==> config.mk <==
export PLATFORM = sky130hd
export DESIGN_NAME = mult_share_arbiter
export DESIGN_NICKNAME = d
export VERILOG_FILES = /design/src/rtl/mult_pkg.sv /design/src/rtl/mult_share_arbiter_rr_arb2.sv /design/src/rtl/mult_share_arbiter.sv
export SDC_FILE = /design/constraint.sdc
export NUM_CORES = 1
export LEC_CHECK = 0
export CAP_MARGIN = 20
export CORE_ASPECT_RATIO = 1.4
export CORE_UTILIZATION = 26
export DETAILED_ROUTE_END_ITERATION = 10
export GPL_ROUTABILITY_DRIVEN = 0
export PLACE_DENSITY = 0.95
export SKIP_CTS_REPAIR_TIMING = 1
export SLEW_MARGIN = 20
export SYNTH_ARGS = -nofsm -noshare
export SYNTH_HDL_FRONTEND = slang
export SYNTH_HIERARCHICAL = 1
export SYNTH_SLANG_ARGS = --single-unit
==> constraint.sdc <==
create_clock -name clk -period 4.43 [get_ports clk]
set_clock_uncertainty 0.15 [all_clocks]
set_input_delay 0.443 -clock clk [delete_from_list [all_inputs] [get_ports clk]]
set_output_delay 0.443 -clock clk [all_outputs]
set_load 0.01 [all_outputs]
==> src/rtl/mult_pkg.sv <==
// Shared definitions for the multiplier-sharing arbiter.
//  - DATA_W / PROD_W : default operand and product widths
//  - TAG_REQ0/1      : owner tags carried alongside each in-flight product
//  - rr_pick         : two-way round-robin grant function used by rr_arb2
package mult_pkg;

  localparam int   DATA_W   = 8;
  localparam int   PROD_W   = 2 * DATA_W;
  localparam logic TAG_REQ0 = 1'b0;
  localparam logic TAG_REQ1 = 1'b1;

  // One-hot grant for two requesters. On a tie the requester that did not
  // win last time is chosen, so last_gnt=1 favours requester 0.
  function automatic logic [1:0] rr_pick(input logic [1:0] req, input logic last_gnt);
    logic [1:0] gnt;
    case (req)
      2'b01:   gnt = 2'b01;
      2'b10:   gnt = 2'b10;
      2'b11:   gnt = last_gnt ? 2'b01 : 2'b10;
      default: gnt = 2'b00;
    endcase
    return gnt;
  endfunction

endpackage

==> src/rtl/mult_share_arbiter_rr_arb2.sv <==
// rr_arb2: two-way round-robin picker.
// Ports:
//  clk    in   clock
//  rst_n  in   synchronous active-low reset (last grant returns to requester 1)
//  req    in   [1:0] request vector, bit N = requester N
//  en     in   arbitration enable; no grant is issued while low
//  gnt    out  [1:0] one-hot grant (combinational)
module rr_arb2
  import mult_pkg::*;
(
  input  logic       clk,
  input  logic       rst_n,
  input  logic [1:0] req,
  input  logic       en,
  output logic [1:0] gnt
);

  logic last_gnt_r;

  // Grant decode: suppressed entirely while the pipe is frozen.
  always_comb begin
    gnt = 2'b00;
    if (en) begin
      gnt = rr_pick(req, last_gnt_r);
    end else begin
      gnt = 2'b00;
    end
  end

  // Remember the winner only when a grant actually happened, so a requester
  // that withdraws during a stall leaves the fairness pointer untouched.
  always_ff @(posedge clk) begin
    if (!rst_n) begin
      last_gnt_r <= 1'b1;
    end else if (en && (gnt != 2'b00)) begin
      last_gnt_r <= gnt[1];
    end else begin
      last_gnt_r <= last_gnt_r;
    end
  end

endmodule

==> src/rtl/mult_share_arbiter.sv <==
// mult_share_arbiter: shares one external pipelined multiplier between two
// requesters. A tag/valid shift register tracks the owner of each product in
// the core; the head entry is steered back to its owner. If the owner of the
// head product is not ready, the whole core is frozen via mult_en.
// Ports:
//  clk, rst_n                  clock, synchronous active-low reset
//  reqN_valid/ready/a/b        operand pair handshake for requester N
//  mult_a, mult_b, mult_en     operands and stage enable to the core
//  mult_p                      product from the core's last stage
//  rspN_valid/ready            product handshake for requester N
//  rsp_p                       product shared by both responses
//  busy                        any tracked stage holds a valid product
module mult_share_arbiter #(
  parameter int DATA_W     = mult_pkg::DATA_W,
  parameter int PIPE_DEPTH = 3
) (
  input  logic                clk,
  input  logic                rst_n,
  input  logic                req0_valid,
  output logic                req0_ready,
  input  logic [DATA_W-1:0]   req0_a,
  input  logic [DATA_W-1:0]   req0_b,
  input  logic                req1_valid,
  output logic                req1_ready,
  input  logic [DATA_W-1:0]   req1_a,
  input  logic [DATA_W-1:0]   req1_b,
  output logic [DATA_W-1:0]   mult_a,
  output logic [DATA_W-1:0]   mult_b,
  output logic                mult_en,
  input  logic [2*DATA_W-1:0] mult_p,
  output logic                rsp0_valid,
  input  logic                rsp0_ready,
  output logic                rsp1_valid,
  input  logic                rsp1_ready,
  output logic [2*DATA_W-1:0] rsp_p,
  output logic                busy
);

  import mult_pkg::*;

  // Index 0 is the operand stage, index PIPE_DEPTH-1 lines up with mult_p.
  logic [PIPE_DEPTH-1:0] vld_r;
  logic [PIPE_DEPTH-1:0] tag_r;
  logic [PIPE_DEPTH-1:0] vld_nxt_s;
  logic [PIPE_DEPTH-1:0] tag_nxt_s;

  logic       head_s;
  logic       head_tag_s;
  logic       head_rdy_s;
  logic       en_s;
  logic [1:0] gnt_s;
  logic       any_gnt_s;

  assign head_s     = vld_r[PIPE_DEPTH-1];
  assign head_tag_s = tag_r[PIPE_DEPTH-1];

  // Readiness of whoever owns the product currently leaving the core.
  always_comb begin
    head_rdy_s = 1'b0;
    if (head_tag_s == TAG_REQ1) begin
      head_rdy_s = rsp1_ready;
    end else begin
      head_rdy_s = rsp0_ready;
    end
  end

  // The pipe may advance when the head is empty or is being taken this cycle.
  assign en_s    = rst_n & (~head_s | head_rdy_s);
  assign mult_en = en_s;

  rr_arb2 u_arb (
    .clk   (clk),
    .rst_n (rst_n),
    .req   ({req1_valid, req0_valid}),
    .en    (en_s),
    .gnt   (gnt_s)
  );

  assign any_gnt_s  = |gnt_s;
  assign req0_ready = gnt_s[0];
  assign req1_ready = gnt_s[1];

  // Operand mux; with no grant the core sees requester 0's pair.
  always_comb begin
    mult_a = req0_a;
    mult_b = req0_b;
    if (gnt_s[1]) begin
      mult_a = req1_a;
      mult_b = req1_b;
    end else begin
      mult_a = req0_a;
      mult_b = req0_b;
    end
  end

  // Next contents of the tracking shift register: new grant enters at 0.
  always_comb begin
    vld_nxt_s    = '0;
    tag_nxt_s    = '0;
    vld_nxt_s[0] = any_gnt_s;
    if (any_gnt_s) begin
      tag_nxt_s[0] = gnt_s[1] ? TAG_REQ1 : TAG_REQ0;
    end else begin
      tag_nxt_s[0] = TAG_REQ0;
    end
    for (int i = 1; i < PIPE_DEPTH; i++) begin
      vld_nxt_s[i] = vld_r[i-1];
      tag_nxt_s[i] = tag_r[i-1];
    end
  end

  // Tracking register moves in lockstep with the core's stage enable.
  always_ff @(posedge clk) begin
    if (!rst_n) begin
      vld_r <= '0;
      tag_r <= '0;
    end else if (en_s) begin
      vld_r <= vld_nxt_s;
      tag_r <= tag_nxt_s;
    end else begin
      vld_r <= vld_r;
      tag_r <= tag_r;
    end
  end

  // Response decode; rst_n gating keeps responses quiet while reset is held.
  always_comb begin
    rsp0_valid = 1'b0;
    rsp1_valid = 1'b0;
    if (rst_n && head_s) begin
      rsp0_valid = (head_tag_s == TAG_REQ0);
      rsp1_valid = (head_tag_s == TAG_REQ1);
    end else begin
      rsp0_valid = 1'b0;
      rsp1_valid = 1'b0;
    end
  end

  assign rsp_p = mult_p;
  assign busy  = |vld_r;

endmodule

* Word level (Yosys, flattened, before mapping)
Index checks and enable logic that the tools add are counted.
** Word-level totals
- Flip-flop bits (word level) :: 7
- Word-level logic and storage cells :: 25
- Output and inout port bits :: 38
- Bits of input ports :: 54
** Operators by class
- Reductions and logical operators :: 5
- Eq/ne operators :: 3
- Bitwise logic cells :: 4
- Muxes and demuxes :: 10
** Operators with widths (count)
- $mux 8 :: 2
- $pmux 2 s3 :: 1
- $mux 1 :: 5
- $eq 2x2->1 const B :: 2
- $mux 2 :: 2
- $reduce_or 3->1 :: 1
- $eq 2x1->1 const B :: 1
- $logic_and 1x1->1 :: 2
- $not 1->1 :: 2
- $reduce_bool 2->1 :: 1
- $reduce_or 2->1 :: 1
- $and 1x1->1 :: 1
- $or 1x1->1 :: 1

* Longest topological paths before layout
- Depth in word-level cells :: 6
- Depth in mapped cells :: 9
- Gate-level depth less buffers :: 7

* Modules after synthesis
The synthesis kept the hierarchy.
** Modules (own cells, without submodules)
- mult_share_arbiter :: area an instance 594.3 um^2, instances 1, cells an instance 65, sequential area each 120.1 um^2
- rr_arb2 :: area an instance 56.3 um^2, instances 1, cells an instance 8, sequential area each 20.0 um^2

* Worst setup path before layout
OpenSTA, ideal clock, no wires.
- Path type :: in2out
- Start point :: input rst_n
- End point :: output mult_a[0]
- Path slack :: 1.904 ns
- Path buffers :: 3
- Data required time :: 3.837 ns
- Arrival :: 1.933 ns
- Stages on the path :: 7
- Cells stage by stage :: clkbuf_1 > and2_2 > nand2_1 > a21oi_1 > buf_6 > buf_6 > mux2_2
** On the way
- Cells in the longest elaborated chain, start to end :: 3
** RTL lines
- from (decl) :: RTL line mult_share_arbiter.sv:18 : input logic rst_n,
- $and 1x1->1 :: RTL line mult_share_arbiter.sv:68 : assign en_s = rst_n & (~head_s | head_rdy_s);
- net mult_en :: RTL line mult_share_arbiter.sv:29 : output logic mult_en,
- $mux 2 :: RTL line mult_share_arbiter_rr_arb2.sv:23 : if (en) begin
- net req1_ready :: RTL line mult_share_arbiter.sv:24 : output logic req1_ready,
- $mux 8 :: RTL line mult_share_arbiter.sv:87 : if (gnt_s[1]) begin
- to (decl) :: RTL line mult_share_arbiter.sv:27 : output logic [DATA_W-1:0] mult_a,
The timed path passes the listed nets, and every way through them passes these cells.

* Worst setup path in the final report
- Start point :: input rsp1_ready
- End point :: output mult_a[5]
** On the way
- Cells in the longest elaborated chain, start to end :: 5
** RTL lines
- from (decl) :: RTL line mult_share_arbiter.sv:34 : input logic rsp1_ready,
- $mux 1 :: RTL line mult_share_arbiter.sv:60 : if (head_tag_s == TAG_REQ1) begin
- $or 1x1->1 :: RTL line mult_share_arbiter.sv:68
- $and 1x1->1 :: RTL line mult_share_arbiter.sv:68
- $mux 2 :: RTL line mult_share_arbiter_rr_arb2.sv:23
- $mux 8 :: RTL line mult_share_arbiter.sv:87
Every way passes these cells.

==> metrics.cfg <==
[drt]
routed_wl_mm = 1.944
via_per_inst = 4.566
first_pass_iters = 2
wl_per_cell_um = 12.79
antenna_left = 0
drt_iter0_drc = 12
vias = 694
drc = 0

[cts]
clock_latency_ns = 0.25
cts_buffer_depth = 2
clkSlewWorstSetupHoldPaths_ns = 0.05
cts_root_buffer = clkbuf_4
clock_sinks = 7
cts_tree = yes
cts_buffers = 3
htree_num_levels = 1

[sta]
maxSlewViolCount = 0
hold_viol_final = 0
setup_ws_ns = 1.116
worstMarginPinSlew_ns = 0.3490
setup_viol = 0
holdWs_ns = 0.3218
rsz0062_at_grt = false
slew-limit-headroom_pct = 76.66
fin_tns_setup_ns = 0
period_share_pct = 74.80
max_freq_mhz = 301.8
min_period_ns = 3.314

[hold_path]
hp-class = reg -> reg
min_from = tag_r[1]
whs_path_depth = 2

[floorplan]
die_y_um = 61.19
row_count = 21
core_um2 = 2391
die_x_um = 44.28
fp.dieArea_um2 = 2709
pin_count = 92
start_util_pct = 27.21

[pwr]
p_leak_nw = 0.4578
worst_ir_drop_vdd_uv = 92.10
power_mw = 0.2193
p_per_area_nw_per_um2 = 187.3

[final_layout]
diodes = 0
layout_commonest_cell = clkdlybuf4s50_1
num-fill-cells = 211
nNetsFinal = 173
layout_common_cells = 59 x clkdlybuf4s50_1, 16 x mux2_2, 8 x nand2_1, 7 x dfxtp_1, 5 x mux2i_1
drive_gt1_share_pct = 19.49
fin_util_pct = 48.98
syn_to_final_growth_pct = 80.00
fin_cells = 152
finish.instance_area_um2 = 1171

[setup_path]
cp.arrival_ns = 2.72
worstPathRequired_ns = 3.84
slowest_delay_ns = 0.49
end_kind = primary output
crit_top_cell = clkdlybuf4s50_1
rr_endpoint = vld_r[0]
crit_slowest_cell = clkdlybuf4s50_1
critPathCapture = mult_a[5]
path_class = in -> out
cp_top_family = buffers and inverters
path_buf_inv = 3
r2r_slack_ns = 2.47
r2r_start = tag_r[2]
path_depth = 9
crit_start = rsp1_ready
r2r_cells = 8
startpoint_type = primary input
cp_cell_sequence = clkdlybuf4s50_1 > mux2i_1 > nand2_2 > and2_2 > nand2_1 > a21oi_1 > buf_4 > mux2_2 > clkdlybuf4s50_1
critPathMaxFanout = 19

[global_routing]
antenna_found_initial = 0
grt_first_pass_wirelength_mm = 2.822
grt-ovfl-total = 0
grt_pass1_vias = 693
grt_use_total_pct = 15.40
grt_max_degree = 20

[run]
max_cap_violations = 0

[placement]
post-place-ws_ns = 1.138
portBuffers = 59
placed_area_um2 = 1145
dp_hpwl_mm = 1.654
dpl.cell_count = 148

[run_status]
status = finished clean

[synthesis]
syn_area_um2 = 650.6
ys_seq_area_share_pct = 21.54
synth_cells = 73
syn_nets = 127
synth.avg_cell_area_um2 = 8.913
synth_warnings = 6
ys_types = 19
ys_ff_latch = 7

==> worst register-to-register path, delay by kind of cell, from the launching register on <==
| family | cells | cell delay, ns |
|---|---|---|
| AND/OR/NAND/NOR | 3 | 0.50 |
| AO/OA/AOI/OAI | 2 | 0.23 |
| multiplexers | 2 | 0.39 |
| buffers and inverters | 1 | 0.20 |
| flip-flops | 1 | 0.37 |
==> synthesized netlist by cell type <==
| cell type | n | share of area (%) |
|---|---|---|
| nand2_1 | 8 | 4.6 |
| mux2_2 | 16 | 28 |
| o21ai_0 | 3 | 2.3 |
| a21oi_1 | 3 | 2.3 |
| or3_1 | 1 | 0.96 |
| mux2i_1 | 5 | 7.7 |
| nor2_1 | 1 | 0.58 |
| inv_1 | 2 | 1.2 |
| clkbuf_1 | 1 | 0.58 |
| dfxtp_1 | 7 | 22 |
| a31oi_1 | 1 | 0.96 |
| buf_4 | 16 | 18 |
| and3_2 | 1 | 1.2 |
| and2_2 | 1 | 1.2 |
| and4_1 | 1 | 1.3 |
| nand2_2 | 1 | 0.96 |
| nor2b_1 | 2 | 1.9 |
| buf_6 | 2 | 3.5 |
| a21boi_0 | 1 | 1.2 |
==> kinds of logic after synthesis <==
family | Yosys count | share of synthesized area [%]
AO/OA/AOI/OAI | 8 | 6.730
buffers and inverters | 21 | 23.65
multiplexers | 21 | 35.38
flip-flops | 7 | 21.54
AND/OR/NAND/NOR | 16 | 12.69
==> per-layer routing <==
| metal | up-vias | part of all wire, % | global-route usage (%) |
|---|---|---|---|
| li1 | 326 | - | - |
| met1 | 314 | 32 | 14.18 |
| met2 | 44 | 55 | 26.68 |
| met3 | 10 | 8.6 | 4.985 |
| met4 | 0 | 4.1 | 13.85 |
| met5 | - | 0 | 0 |
==> worst min-delay path by stage <==
stage / to / slack, ns
after global routing: tag_r[1] / 0.35
after CTS: tag_r[1] / 0.33
after global placement: vld_r[1] / 0.31
final: tag_r[1] / 0.32
after detailed placement: tag_r[1] / 0.32
after floorplan: tag_r[1] / 0.29
==> flip-flops by register name (all words and copies together) (netlist names) <==
register / cells
u_arb/last_gnt_r: 1
vld_r: 3
tag_r: 3
==> final cells by class <==
cell class              count  area, µm²  share of cell area [%]
clock buffers               4      26.28                   2.244
inverters                   2      7.507                  0.6410
multi-input cells          45      356.6                   30.45
flip-flops and latches      7      140.1                   11.97
well taps                  34      42.54                   3.632
repair buffers             60      598.1                   51.07
==> where the power goes <==
part	leakage [nW]	internal, mW	switching, mW
combinational	0.386	0.0658	0.0294
clock	0.0150	0.0343	0.0221
sequential	0.0571	0.0659	0.00181
total	0.458	0.166	0.0533
Power figures use the tool's default switching activity.
